--- src/rtl/enabled_pipe_controller.sv ---
// enabled_pipe_controller: valid-bit/flow-control sequencer that drives the shared clkEn of a stallable datapath
//   clk, rst                  clock, async active-high reset
//   inValid/inReady           upstream handshake (inReady low in reset, drain, stall or flushReq)
//   outValid/outReady         downstream handshake, outValid is the last stage valid bit
//   clkEn                     enable for every datapath stage, low only under output backpressure
//   occupancy                 items in flight
//   flushReq/draining/flushDone  drain request, drain-in-progress, one-cycle completion pulse
//   stallCount                saturating count of backpressure cycles
module enabled_pipe_controller #(
  parameter int CYCLES = 4,
  parameter int STALL_W = 32,
  localparam int OCC_W = $clog2(CYCLES + 1)
) (
  input  logic               clk,
  input  logic               rst,
  input  logic               inValid,
  output logic               inReady,
  output logic               outValid,
  input  logic               outReady,
  output logic               clkEn,
  output logic [OCC_W-1:0]   occupancy,
  input  logic               flushReq,
  output logic               draining,
  output logic               flushDone,
  output logic [STALL_W-1:0] stallCount
);
  typedef enum logic [1:0] {RUN, DRAIN, DONE} state_t;
  if (CYCLES < 1 || CYCLES > 64) begin : g_bad_cycles
    $error("enabled_pipe_controller: CYCLES must be in 1..64");
  end
  state_t              r_state, w_next;
  logic [CYCLES-1:0]   r_v;
  logic [OCC_W-1:0]    r_occ;
  logic [STALL_W-1:0]  r_stall;
  logic                w_accept, w_pop, w_last;
  assign outValid   = r_v[CYCLES-1];
  assign clkEn      = ~outValid | outReady;
  // flushReq blocks acceptance in the very cycle it is seen
  assign inReady    = clkEn & (r_state == RUN) & ~flushReq & ~rst;
  assign w_accept   = inValid & inReady;
  assign w_pop      = outValid & outReady;
  assign occupancy  = r_occ;
  assign stallCount = r_stall;
  assign draining   = r_state == DRAIN;
  assign flushDone  = r_state == DONE;
  // drain finishes once nothing is left, counting the item leaving this cycle
  assign w_last     = (r_occ == '0) | ((r_occ == OCC_W'(1)) & w_pop);
  always_comb begin
    w_next = (r_state == RUN) ? (flushReq ? DRAIN : RUN) : (r_state == DRAIN) ? (w_last ? DONE : DRAIN) : RUN;
  end
  always_ff @(posedge clk or posedge rst) begin
    if (rst) r_state <= RUN;
    else r_state <= w_next;
  end
  always_ff @(posedge clk or posedge rst) begin
    if (rst) begin
      r_v     <= '0;
      r_occ   <= '0;
      r_stall <= '0;
    end else begin
      // bubbles are shifted along with items and frozen in place on a stall
      if (clkEn) r_v <= (r_v << 1) | CYCLES'(w_accept);
      r_occ <= r_occ + OCC_W'(w_accept) - OCC_W'(w_pop);
      if (outValid & ~outReady & ~&r_stall) r_stall <= r_stall + STALL_W'(1);
    end
  end
  a_occ_matches_valid: assert property (@(posedge clk) disable iff (rst) r_occ == OCC_W'($countones(r_v)));
endmodule

--- config.mk ---
export PLATFORM = sky130hd
export DESIGN_NAME = enabled_pipe_controller
export DESIGN_NICKNAME = d
export VERILOG_FILES = /design/src/rtl/enabled_pipe_controller.sv
export SDC_FILE = /design/constraint.sdc
export NUM_CORES = 1
export LEC_CHECK = 0
export CAP_MARGIN = 30
export CORE_ASPECT_RATIO = 0.7
export CORE_MARGIN = 4
export CORE_UTILIZATION = 54
export CTS_CLUSTER_DIAMETER = 150
export DETAILED_ROUTE_END_ITERATION = 10
export GPL_ROUTABILITY_DRIVEN = 1
export MAX_ROUTING_LAYER = met4
export PLACE_DENSITY_LB_ADDON = 0.15
export SYNTH_ARGS = -nofsm -noshare
export SYNTH_HDL_FRONTEND = slang
export SYNTH_SLANG_ARGS = --single-unit
--- constraint.sdc ---
create_clock -name clk -period 7.3 [get_ports clk]
set_clock_uncertainty 0.2 [all_clocks]
set_input_delay 1.46 -clock clk [delete_from_list [all_inputs] [get_ports clk]]
set_output_delay 1.46 -clock clk [all_outputs]
set_load 0.03 [all_outputs]
==> results of run 1 <==
-- flip-flops by register name (all words and copies together), names as in the netlist --
name,flops
stallCount,32
r_v,4
r_state,2
occupancy,3
-- power by group --
group          total (mW)  leakage, nW  internal, mW  switching (mW)
Clock               0.187       0.0585         0.112          0.0754
Combinational       0.163        0.545        0.0723          0.0904
Sequential          0.282        0.542         0.252          0.0297
Total               0.631         1.15         0.436           0.195
-- stage by stage --
step	instances	hold WS (ns)	total power, mW
final	290	0.267	0.631
after global routing	290	0.290	0.661
after CTS	290	0.267	0.635
after detailed placement	282	0.256	0.450
after global placement	282	0.238	0.441
after floorplan	189	0.230	0.382
-- how the worst max path moves through the flow --
stage | cells past startpoint | end | startpoint
2_1_floorplan | 2 | inReady | flushReq
3_3_place_gp | 4 | inReady | flushReq
3_5_place_dp | 4 | inReady | flushReq
4_1_cts | 4 | inReady | flushReq
5_1_grt | 5 | inReady | outReady
6_report | 4 | inReady | flushReq
-- logic make-up after synthesis --
group | Yosys count | share of synthesized area [%]
AOI/OAI and AO/OA | 13 | 5.61
xor gates and xnor gates | 29 | 12.6
adders and majority gates | 4 | 2.87
buffers and inverters | 13 | 2.49
DFF | 41 | 51.1
muxes | 4 | 2.24
and+or+nand+nor | 85 | 23.1
-- worst max-delay path: cells and delay by family --
kind | cells | cell delay (ns)
buffers and inverters | 2 | 1.13
AND/OR/NAND/NOR | 2 | 0.71
-- area by class of cell --
| type | instances | area, µm² |
|---|---|---|
| Clock buffer | 7 | 86.3 |
| Timing Repair Buffer | 45 | 448 |
| Inverter | 11 | 41.3 |
| Multi-Input combinational cell | 135 | 932 |
| Tap cell | 50 | 62.6 |
| Sequential cell | 41 | 1030 |
| Clock inverter | 1 | 30.0 |
| Fill cell | 273 | 932 |
-- synthesized netlist by cell type --
master    number  area, µm²
nor2b_1        2       12.5
nand3_1       12       60.1
o21ai_0        1       5.00
or4_4          1       11.3
and2_1         2       12.5
ha_1           3       37.5
nand3_2        1       10.0
and3_1         3       18.8
clkbuf_1       1       3.75
nand4_1        7       43.8
nor4_2         1       12.5
nor3_1        12       60.1
buf_2          1       5.00
a21boi_0       1       7.51
or3_1          3       18.8
o31a_1         1       8.76
o311ai_2       1       16.3
xnor2_1       14        123
fa_1           1       20.0
nor2_1        10       37.5
o31ai_4        1       21.3
o21bai_1       1       7.51
nand2b_1       3       18.8
nor4_1         3       18.8
or4_1          1       7.51
xor2_1        15        131
dfrtp_1       41       1030
a21oi_1        3       15.0
inv_1         11       41.3
mux2_1         1       11.3
a31oi_1        1       6.26
o311a_1        1       10.0
mux2_2         3       33.8
nand2_1       18       67.6
and4_1         4       35.0
a211oi_1       2       15.0
nor3b_1        1       7.51
nor3_2         1       10.0
-- metal layers --
metal	share of wire, %	wire length [µm]
met1	48	2100
met2	46	1990
met3	5.1	221
met4	0.92	40
met5	0	0
==> out/metrics.yaml, run 1 <==
status: "finished clean"
clock-sinks: 41
grt_pass1_vias: 1571
first_pass_iters: 4
hold_buffers: 0
postRouteAntennaNets: 0
detail_route.vias_per_cell: 5.49
nNetsFinal: 248
r2r-end: "occupancy[2]"
drt-total-wl_um: 4360
syn2layout_area_growth_pct: 30.8
stdcell_area_um2: 2630
dieWidth_um: 80.9
final_cell_mix: "clkdlybuf4s50_1 (44), dfrtp_1 (41), nand2_1 (18), xor2_1 (15), xnor2_1 (14)"
cp.arrival_ns: 3.30
cts-root-buf: "clkbuf_8"
syn_inst: 189
seq_area_frac_synth_pct: 51.1
use_met3_pct: 4.56
clk_latency_ns: 0.29
grt_max_degree: 42
cpMaxStageDelayCell: "clkdlybuf4s50_1"
cp_max_fo: 2
min_period_ns: 4.96
power_density_nw_per_um2: 240
io_pins: 45
io_buffers: 44
syn_area_per_cell_um2: 10.6
crit_required_ns: 5.64
ctsLongestPathBuffers: 2
overflow: 0
end_kind: "output pin"
setup_ws_ns: 2.34
ys_types: 38
rr_worst_depth: 10
cts_repair_resize_count: 0
min_from: "r_v[2]"
postPlaceCellArea_um2: 2510
finalHoldViolations: 0
crit_top_cell: "clkdlybuf4s50_1"
worst_pin_slew_ns: 0.634
cts_setup_buffers: 0
antenna_found_initial: 0
diodes: 0
crit_type: "in2out"
p_leak_nw: 1.15
grtUsageMet2_pct: 30.6
timing.final.crit_share_pct: 67.9
initial_core_util_pct: 56.4
cp_slowest_stage_delay_ns: 0.70
max_freq_mhz: 202
drive_above_1_share_pct: 7.08
dp_hpwl_um: 3210
post-route-util_pct: 73.8
die_area_um2: 4770
rr_startpoint: "r_state[0]"
place_ws_ns: 2.34
rsz0062_at_grt: "no"
syn_nets: 198
start_kind: "primary input"
hold_path_end: "r_v[3]"
ir_drop_mv: 0.246
worstPathCellList: "clkdlybuf4s50_1 > or4_1 > nor2_1 > clkdlybuf4s50_1"
final_common_cell: "clkdlybuf4s50_1"
cts_made_buffers: 5
core-area_um2: 3560
drt_iter0_drc: 98
grt_pass1_wl_um: 7340
cts_tree: "built"
yosys_warnings: 0
setup_tns_ns: 0
drc: 0
grtUsageMet1_pct: 29.3
place_congestion: 0.798
ys_seq_elements: 41
slew_viol_final: 0
finalSetupViolCount: 0
hold_depth: 1
r2r_slack_ns: 4.61
grt_use_total_pct: 20.7
relSlewSlack_pct: 57.7
wl_per_cell_um: 15.0
syn_area_um2: 2010
htreeDepth: 2
maxCapViolations: 0
hold_class: "reg2reg"
num_vias: 1593
row_count: 18
top_usage_layer: "met2"
die_h_um: 59.0
clkSlewWorstSetupHoldPaths_ns: 0.07
No activity file was read; power rests on OpenSTA's default activity.
==> inputs of run 2 (changes only) <==
CORE_UTILIZATION = 50   (was 54)
clock period = 5 ns   (was 7.3 ns; I/O delays follow)
==> out/metrics.yaml, run 2 (synthesis gave the netlist of run 1 again) <==
status: "finished clean"
ctsLongestPathBuffers: 2  # unchanged
cts-root-buf: "clkbuf_8"
cp_max_fo: 2  # unchanged
startpoint: "flushReq"
syn2layout_area_growth_pct: 32.5
crit_required_ns: 3.80  # -1.84 ns
dp.cells: 283  # +0.35%
dieWidth_um: 83.7  # +3.5%
io_buffers: 44  # unchanged
cp.arrival_ns: 2.78  # -0.52 ns
r2r_slack_ns: 2.32  # -2.29 ns
crit_cells: 4  # unchanged
cpMaxStageDelayCell: "clkdlybuf4s50_1"
ir_drop_mv: 0.347  # +41%
rr_worst_depth: 10  # unchanged
clkSlewWorstSetupHoldPaths_ns: 0.08  # about the same
detail_route.vias_per_cell: 5.69  # +3.6%
cts_setup_buffers: 0  # unchanged
relSlewSlack_pct: 55.2  # -2.5 points
post-route-util_pct: 72.1  # -1.8 points
row_count: 18  # unchanged
crit_family: "buffers and inverters"
drt-total-wl_um: 4770  # +9.5%
wl_per_cell_um: 16.3  # +8.7%
cp_slowest_stage_delay_ns: 0.69  # about the same
cts_repair_resize_count: 0  # unchanged
grt_pass1_vias: 1645  # +4.7%
r2r-end: "occupancy[2]"
p_clk_share_pct: 29.6  # about the same
endpoint: "inReady"
num_vias: 1661  # +4.3%
slew_viol_final: 0  # unchanged
die_h_um: 61.0  # +3.4%
cts_tree: "built"
final_cell_mix: "clkdlybuf4s50_1 (44), dfrtp_1 (41), nand2_1 (18), xor2_1 (15), xnor2_1 (14)"
min_period_ns: 3.98
largest_reg_flops: 32  # unchanged
timing.final.crit_share_pct: 79.5
finalHoldViolations: 0  # unchanged
place_congestion: 0.868  # +8.8%
seq_power_share_pct: 44.2  # -0.4 points
drc: 0  # unchanged
first_pass_iters: 4  # unchanged
p_int_mw: 0.640  # +47%
crit_buf_inv: 2  # unchanged
antenna_found_initial: 0  # unchanged
rr_startpoint: "r_state[0]"
nNetsFinal: 250  # +0.81%
postRouteAntennaNets: 0  # unchanged
start_kind: "primary input"
worstPathCellList: "clkdlybuf4s50_1 > or4_1 > nor2_1 > clkdlybuf4s50_1"
crit_top_cell: "clkdlybuf4s50_1"
p_switching_mw: 0.292  # +49%
finalSetupViolCount: 0  # unchanged
power_density_nw_per_um2: 350  # +46%
clk_latency_ns: 0.29  # about the same
worst_pin_slew_ns: 0.671  # +0.0379 ns
swShare_pct: 31.4  # +0.39 points
rsz0062_at_grt: "no"
clock-sinks: 41  # unchanged
cts_made_buffers: 5  # unchanged
diodes: 0  # unchanged
fin_hold_ws_ns: 0.285  # +0.0188 ns
grt_pass1_wl_um: 7730  # +5.4%
dp_hpwl_um: 3450  # +7.4%
setup_tns_ns: 0  # unchanged
htreeDepth: 2  # unchanged
finalNonFillerCells: 292  # +0.69%
overflow: 0  # unchanged
hold_buffers: 0  # unchanged
hold_class: "reg2reg"
grt_use_total_pct: 20.2  # -0.52 points
die_area_um2: 5110  # +7.1%
initial_core_util_pct: 54.4  # -2.1 points
setup_ws_ns: 1.02  # -1.32 ns
drive_above_1_share_pct: 7.85  # +0.77 points
p_comb_share_pct: 26.2  # +0.4 points
io_pins: 45  # unchanged
drt_iter0_drc: 99  # +1.0%
p_leak_nw: 1.16  # +1.5%
place_ws_ns: 1.02  # -1.32 ns
grt_max_degree: 27  # -36%
final_common_cell: "clkdlybuf4s50_1"
max_freq_mhz: 252
maxCapViolations: 0  # unchanged
end_kind: "output pin"
crit_type: "in2out"
core-area_um2: 3690  # +3.8%
## run 2: cell count changes in the layout (fill, tap and decap cells not counted), sizes merged
| cell | change |
|---|---|
| buf | +2 |
## run 2: how the worst min path moves through the flow
stage	from	endpoint	cells after the start
after floorplan	r_v[2]	r_v[3]	1
after global placement	r_v[2]	r_v[3]	1
after detailed placement	r_v[2]	r_v[3]	1
after CTS	r_state[1]	r_state[0]	1
after global routing	r_v[2]	r_v[3]	1
final	r_v[2]	r_v[3]	1
## run 2: power groups by stage
stage | sequential, mW | clock, mW | combinational (mW)
2_1_floorplan | 0.461 | 0 | 0.0969
3_3_place_gp | 0.413 | 0 | 0.234
3_5_place_dp | 0.418 | 0 | 0.244
4_1_cts | 0.411 | 0.280 | 0.245
5_1_grt | 0.419 | 0.296 | 0.265
6_report | 0.412 | 0.276 | 0.244
## run 2: cell type report
cell class / instances / area [µm²]
Clock inverter: 1 / 30.0
Inverter: 11 / 41.3
Clock buffer: 7 / 86.3
Tap cell: 50 / 62.6
Sequential cell: 41 / 1030
Fill cell: 274 / 1030
Multi-Input combinational cell: 135 / 932
Timing Repair Buffer: 47 / 483
## run 2: metal layers
layer  global-route usage [%]  vias to the layer above  part of all wire (%)
li1                         -                      762                     -
met1                     25.1                      827                    47
met5                        -                        -                     0
met2                     32.6                       61                    47
met3                     4.95                       11                   4.6
met4                     7.80                        0                   1.4
## run 2: metrics by stage
step           total power [mW]  cell area (µm²)
2_1_floorplan             0.558             2010
6_report                  0.932             2660
3_5_place_dp              0.662             2520
4_1_cts                   0.937             2630
3_3_place_gp              0.646             2520
5_1_grt                   0.979             2660
